===== src/rtl/rx_operand_sequencer.sv =====
// Command sequencer: parses opcode + two 16-bit operands from the RX byte stream,
// strobes the operand memory loads, runs the datapath and returns the result MSB-first.
module rx_operand_sequencer #(
    parameter int TIMEOUT_CYCLES = 100000,
    parameter int NUM_OPS        = 8
) (
    input  logic        CLK,
    input  logic        RST,
    input  logic        Rx_Valid_in,
    input  logic [7:0]  Rx_Byte_in,
    output logic        Load_MSB_a_en_out,
    output logic        Load_LSB_a_en_out,
    output logic        Load_MSB_b_en_out,
    output logic        Load_LSB_b_en_out,
    output logic [7:0]  Opcode_out,
    output logic        Start_out,
    input  logic        Done_in,
    input  logic [15:0] Result_in,
    output logic [7:0]  Tx_Data_out,
    output logic        Tx_Valid_out,
    input  logic        Tx_Ready_in,
    output logic        Busy_out,
    output logic        Err_out
);

    localparam int CW = $clog2(TIMEOUT_CYCLES);

    typedef enum logic [3:0] {
        IDLE, A_MSB, A_LSB, B_MSB, B_LSB, START, WAIT_DONE, TX_MSB, TX_LSB
    } state_t;

    state_t        state;
    logic [15:0]   result;
    logic [CW-1:0] idle_cnt;
    logic          op_ok;
    logic          timeout_hit;
    logic          tx_fire;

    // 9-bit compare so NUM_OPS = 256 accepts every opcode
    assign op_ok       = ({1'b0, Rx_Byte_in} < 9'(NUM_OPS));
    assign timeout_hit = !Rx_Valid_in && (idle_cnt == CW'(TIMEOUT_CYCLES - 1));
    assign tx_fire     = Tx_Valid_out && Tx_Ready_in;

    // Load enables are combinational so the memory captures the byte on the same edge
    assign Load_MSB_a_en_out = Rx_Valid_in && (state == A_MSB);
    assign Load_LSB_a_en_out = Rx_Valid_in && (state == A_LSB);
    assign Load_MSB_b_en_out = Rx_Valid_in && (state == B_MSB);
    assign Load_LSB_b_en_out = Rx_Valid_in && (state == B_LSB);

    always_ff @(posedge CLK) begin
        if (RST) begin
            state        <= IDLE;
            result       <= '0;
            idle_cnt     <= '0;
            Opcode_out   <= '0;
            Tx_Data_out  <= '0;
            Tx_Valid_out <= 1'b0;
            Start_out    <= 1'b0;
            Busy_out     <= 1'b0;
            Err_out      <= 1'b0;
        end else begin
            Err_out   <= 1'b0;
            Start_out <= 1'b0;
            case (state)
                IDLE: begin
                    if (Rx_Valid_in) begin
                        if (op_ok) begin
                            Opcode_out <= Rx_Byte_in;
                            idle_cnt   <= '0;
                            Busy_out   <= 1'b1;
                            state      <= A_MSB;
                        end else begin
                            Err_out <= 1'b1;
                        end
                    end
                end
                A_MSB, A_LSB, B_MSB, B_LSB: begin
                    if (Rx_Valid_in) begin
                        idle_cnt <= '0;
                        case (state)
                            A_MSB:   state <= A_LSB;
                            A_LSB:   state <= B_MSB;
                            B_MSB:   state <= B_LSB;
                            default: begin
                                state     <= START;
                                Start_out <= 1'b1;
                            end
                        endcase
                    end else if (timeout_hit) begin
                        // operand bytes already loaded are left in the memory
                        state    <= IDLE;
                        Busy_out <= 1'b0;
                        Err_out  <= 1'b1;
                    end else begin
                        idle_cnt <= idle_cnt + CW'(1);
                    end
                end
                START: begin
                    state <= WAIT_DONE;
                end
                WAIT_DONE: begin
                    if (Done_in) begin
                        result       <= Result_in;
                        Tx_Data_out  <= Result_in[15:8];
                        Tx_Valid_out <= 1'b1;
                        state        <= TX_MSB;
                    end
                end
                TX_MSB: begin
                    if (tx_fire) begin
                        Tx_Data_out <= result[7:0];
                        state       <= TX_LSB;
                    end
                end
                TX_LSB: begin
                    if (tx_fire) begin
                        Tx_Valid_out <= 1'b0;
                        Busy_out     <= 1'b0;
                        state        <= IDLE;
                    end
                end
                default: begin
                    state        <= IDLE;
                    Tx_Valid_out <= 1'b0;
                    Busy_out     <= 1'b0;
                end
            endcase
        end
    end

endmodule


===== config.mk =====
export PLATFORM = sky130hd
export DESIGN_NAME = rx_operand_sequencer
export DESIGN_NICKNAME = d
export VERILOG_FILES = /design/src/rtl/rx_operand_sequencer.sv
export SDC_FILE = /design/constraint.sdc
export NUM_CORES = 1
export LEC_CHECK = 0
export CAP_MARGIN = 10
export CORE_MARGIN = 2
export CORE_UTILIZATION = 50
export DETAILED_ROUTE_END_ITERATION = 7
export PLACE_DENSITY = 0.84
export RECOVER_POWER = 100
export REMOVE_ABC_BUFFERS = 1
export SLEW_MARGIN = 20
export SYNTH_ARGS = -nofsm -noshare
export SYNTH_HDL_FRONTEND = slang
export SYNTH_SLANG_ARGS = --single-unit

===== constraint.sdc =====
create_clock -name CLK -period 3.6 [get_ports CLK]
set_input_delay 0.72 -clock CLK [delete_from_list [all_inputs] [get_ports CLK]]
set_output_delay 0.72 -clock CLK [all_outputs]
set_load 0.005 [all_outputs]

==> reports/results.txt, run 1 <==
Relative slew slack: 46.1%
Horizontal extent of the die: 73.6 um
Total number of vias: 2294
Buffers & Inverters on Critical Path: 3
Final non-filler cell area: 0.00302 sq mm
Final #Nets: 359
WHS Path Cells: 1
Internal power component: 0.000829 W
Power Dens Cells: 399 mW/mm^2
Type of element capturing the critical path: primary output
Initial Util: 51.7%
Detailed Routing Iterations Pass 1: 4
Start-to-end type of the worst setup path: in2out
Worst-margin pin slew: 0.801 ns
CTS clock-pin slew for the worst setup and hold paths: 0.09 ns
Type of the most critical hold path: reg2reg
P_leak: 1.14 nW
Arrival time of the worst setup path: 2.44 ns
Number of remaining DRC errors: 0
Max frequency: 316 MHz
Global-route wire length before repair: 9.54 mm
Detailed Route WL: 5.80 mm
Worst reg2reg endpoint: Tx_Data_out[4]$_SDFFE_PP0P_
Proportion of synthesized chip area in sequential cells: 40.5%
Setup total negative slack: 0 ns
Run status: finished clean
Pins Over Slew Limit: 0
Register cell area after layout: 981 sq um
Final GP Congestion: 0.880
Average cell area after synthesis: 8.42 sq um
Total placed cells including tap cells: 376
Critical Path, Cell by Cell: clkdlybuf4s50_1, clkbuf_1, nand3_1, nor2_1, dlygate4sd3_1
Global-route total usage across every layer: 22.1%
Netlist Area Pre-Place: 0.00242 sq mm
Skew-Pair Late Insertion Delay: 0.30 ns
R2R Setup Slk: 1.03 ns
TritonCTS buffer count: 5
Count of flip-flops with a built-in enable after synthesis: 0
Slowest Stage Delay on Critical Path: 0.57 ns
Via count of the first global-routing pass: 2150
Number of gates given a new drive strength after cts: 0
Max IR drop VDD: 0.000202 V
Number of endpoints with negative hold slack in the final report: 0
Most numerous cell types in the synthesized netlist: sky130_fd_sc_hd__dfxtp_1 (49), sky130_fd_sc_hd__nor2_1 (43), sky130_fd_sc_hd__nand2_1 (23)
Most frequently used cell type in the post-synthesis netlist: sky130_fd_sc_hd__dfxtp_1
Non-filler instance count after layout: 384
# Max-Cap Violations: 0
Total number of placement rows: 25
Half-perimeter wire length after detailed placement: 3.99 mm
Number of antenna violations at the first check in global routing: 0
Die area: 0.00542 sq mm
Count of fill cells added during filler insertion: 392
Post-CTS Hold Buffers: 0
Number of nets with antenna violations after detailed routing: 0
Library cell with the largest summed area after synthesis: sky130_fd_sc_hd__dfxtp_1
Clock Power Share: 28.2%
Clock period minus worst slack: 3.16 ns
Number of buffers inserted by port buffering: 52
Startpoint of the lowest-slack register-to-register path: state[2]$_SDFFE_PP0P_
Start point of the worst min-delay path: idle_cnt[16]$_SDFFE_PP0P_
Total of endpoints with negative setup slack in the final report: 0
Overflow left after global routing: 0
Ports placed on the boundary: 53
Skew final: 0.00935 ns
Placement Cell Area: 0.00295 sq mm
CTS tree: done
Setup repair bufs after CTS: 0
Part of the cycle the worst path needs: 87.9%
Overall die height: 73.6 um
Warning count from the yosys run: 0
Final setup slack of the worst path: 0.437 ns
Count of cell types in the netlist: 45
Maximum number of pins on one net before global-route repair: 44
Commonest register cell after synthesis: sky130_fd_sc_hd__dfxtp_1
Area share of the largest cell type after synthesis: 40.5%
RSZ-0062 raised after global routing: no
Post-placement setup slack: 0.483 ns
Slowest cell on the critical path: sky130_fd_sc_hd__dlygate4sd3_1
End of the worst hold path: idle_cnt[16]$_SDFFE_PP0P_
Area grow syn2layout: 24.7%
Sequential share of power: 49.1%
Flip-flop and latch count after synthesis: 49
Critical-path maximum fanout: 12
# diodes: 0
Footprint of the multi-input gates: 0.00131 sq mm
Top area cells in the synthesized netlist: sky130_fd_sc_hd__dfxtp_1 (40%), sky130_fd_sc_hd__mux2i_1 (8.3%), sky130_fd_sc_hd__nor2_1 (6.7%)
Logic pwr share: 22.6%
Total clock sinks: 49
Net Sw Frac: 31.3%
Depth of the most critical reg-to-reg path: 6
Clock Root Buffer: sky130_fd_sc_hd__clkbuf_8
Via density per instance: 5.97
Area of the placeable core: 0.00469 sq mm
Clock tree buffer depth: 2
Async set-or-reset flop fraction in the synthesized netlist: 0%
Cell count after synthesis: 288
Type of element launching the critical path: input port
Maximum level of the CTS H-tree: 2
Detailed Route Iter0 Violations: 103
Cell type group with the largest total delay on the critical path: buffers and inverters
Required @ worst endpoint: 2.88 ns
Average wire per standard cell: 15.1 um
Ratio of cells with drive above 1 in the final layout: 3.64%
Switching power total: 0.000377 W
-- logic make-up after synthesis --
logic type,after synthesis,share of synthesized area [%]
simple gates,119,25.2
buf+inv,29,4.70
mux,21,8.72
fa+ha+maj,1,0.516
flops,49,40.5
xor+xnor,1,0.361
compound gates,68,20.0
-- layout make-up --
| class | count | area share [%] |
|---|---|---|
| multi-input combinational | 210 | 43.3 |
| sequential | 49 | 32.5 |
| clock inverter | 2 | 0.455 |
| clock buffer | 6 | 2.73 |
| tap | 54 | 2.24 |
| inverter | 7 | 0.870 |
| timing repair buffer | 56 | 18.0 |
-- through the flow --
stage               power [W]  util (%)  hold slack (ns)
floorplan            0.000764         -            0.427
global placement     0.000877      63.0            0.452
detailed placement   0.000882      63.0            0.459
CTS                   0.00122      65.0            0.472
global route          0.00127      64.4            0.496
finish                0.00121      64.4            0.475
-- state kept, by name, summed over array words and instances (netlist names) --
register	count
Tx_Data_out	8
Busy_out	1
Err_out	1
Start_out	1
Tx_Valid_out	1
result	8
idle_cnt	17
state	4
Opcode_out	8
-- worst reg2reg max path, cell delays in order (launching register included) --
cell and delay [ns]:
sky130_fd_sc_hd__dfxtp_1 0.59, sky130_fd_sc_hd__nor2b_1 0.30, sky130_fd_sc_hd__nand3_1 0.47, sky130_fd_sc_hd__o21bai_1 0.30, sky130_fd_sc_hd__clkbuf_1 0.53, sky130_fd_sc_hd__nor2_1 0.09, sky130_fd_sc_hd__a211oi_1 0.22
-- routing by layer --
| metal | routed length, um | vias up | GRT usage (%) | part of all wire [%] |
|---|---|---|---|---|
| met4 | 73 | 0 | 7.68 | 1.3 |
| met5 | 0 | - | 0 | 0 |
| li1 | - | 1146 | - | - |
| met2 | 2880 | 79 | 37.4 | 50 |
| met1 | 2570 | 1062 | 27.6 | 44 |
| met3 | 279 | 7 | 4.66 | 4.8 |
-- placed cells by master, fill, tap and decap left out, drive strengths merged, types with 9 or more instances in the layout --
| master | instances |
|---|---|
| a211oi | 11 |
| mux2i | 20 |
| a21oi | 11 |
| nor2 | 43 |
| and3 | 9 |
| clkdlybuf4s50 | 29 |
| dfxtp | 49 |
| o21ai | 9 |
| nand2 | 23 |
| dlygate4sd3 | 23 |
-- power by group through the flow --
stage          Sequential, W  Combinational [W]  Clock (W)
6_report            0.000592           0.000273   0.000341
5_1_grt             0.000596           0.000306   0.000368
3_3_place_gp        0.000604           0.000273          0
2_1_floorplan       0.000596           0.000169          0
3_5_place_dp        0.000604           0.000278          0
4_1_cts             0.000592           0.000280   0.000347
-- worst max path at each step --
stage | startpoint | endpoint | depth (start not counted) | slack (ns)
final | Rx_Valid_in | Load_MSB_b_en_out | 5 | 0.44
after global routing | Rx_Valid_in | Load_LSB_a_en_out | 5 | 0.32
after CTS | Rx_Valid_in | Load_LSB_a_en_out | 5 | 0.72
after detailed placement | Rx_Byte_in[7] | idle_cnt[8]$_SDFFE_PP0P_ | 6 | 0.48
after global placement | Rx_Byte_in[7] | idle_cnt[8]$_SDFFE_PP0P_ | 6 | 0.52
after floorplan | Rx_Byte_in[7] | idle_cnt[8]$_SDFFE_PP0P_ | 5 | 1.12
(Power assumes the default switching activity.)
==> run 2: changes to the inputs <==
--- a/config.mk
+++ b/config.mk
@@ -5,6 +5,7 @@
 export SDC_FILE = /design/constraint.sdc
 export NUM_CORES = 1
 export LEC_CHECK = 0
+export ABC_CLOCK_PERIOD_IN_PS = 3600
 export CAP_MARGIN = 10
 export CORE_MARGIN = 2
 export CORE_UTILIZATION = 50
==> results of run 2 <==
The final DEF is identical to that of run 1; final timing and power are the same.
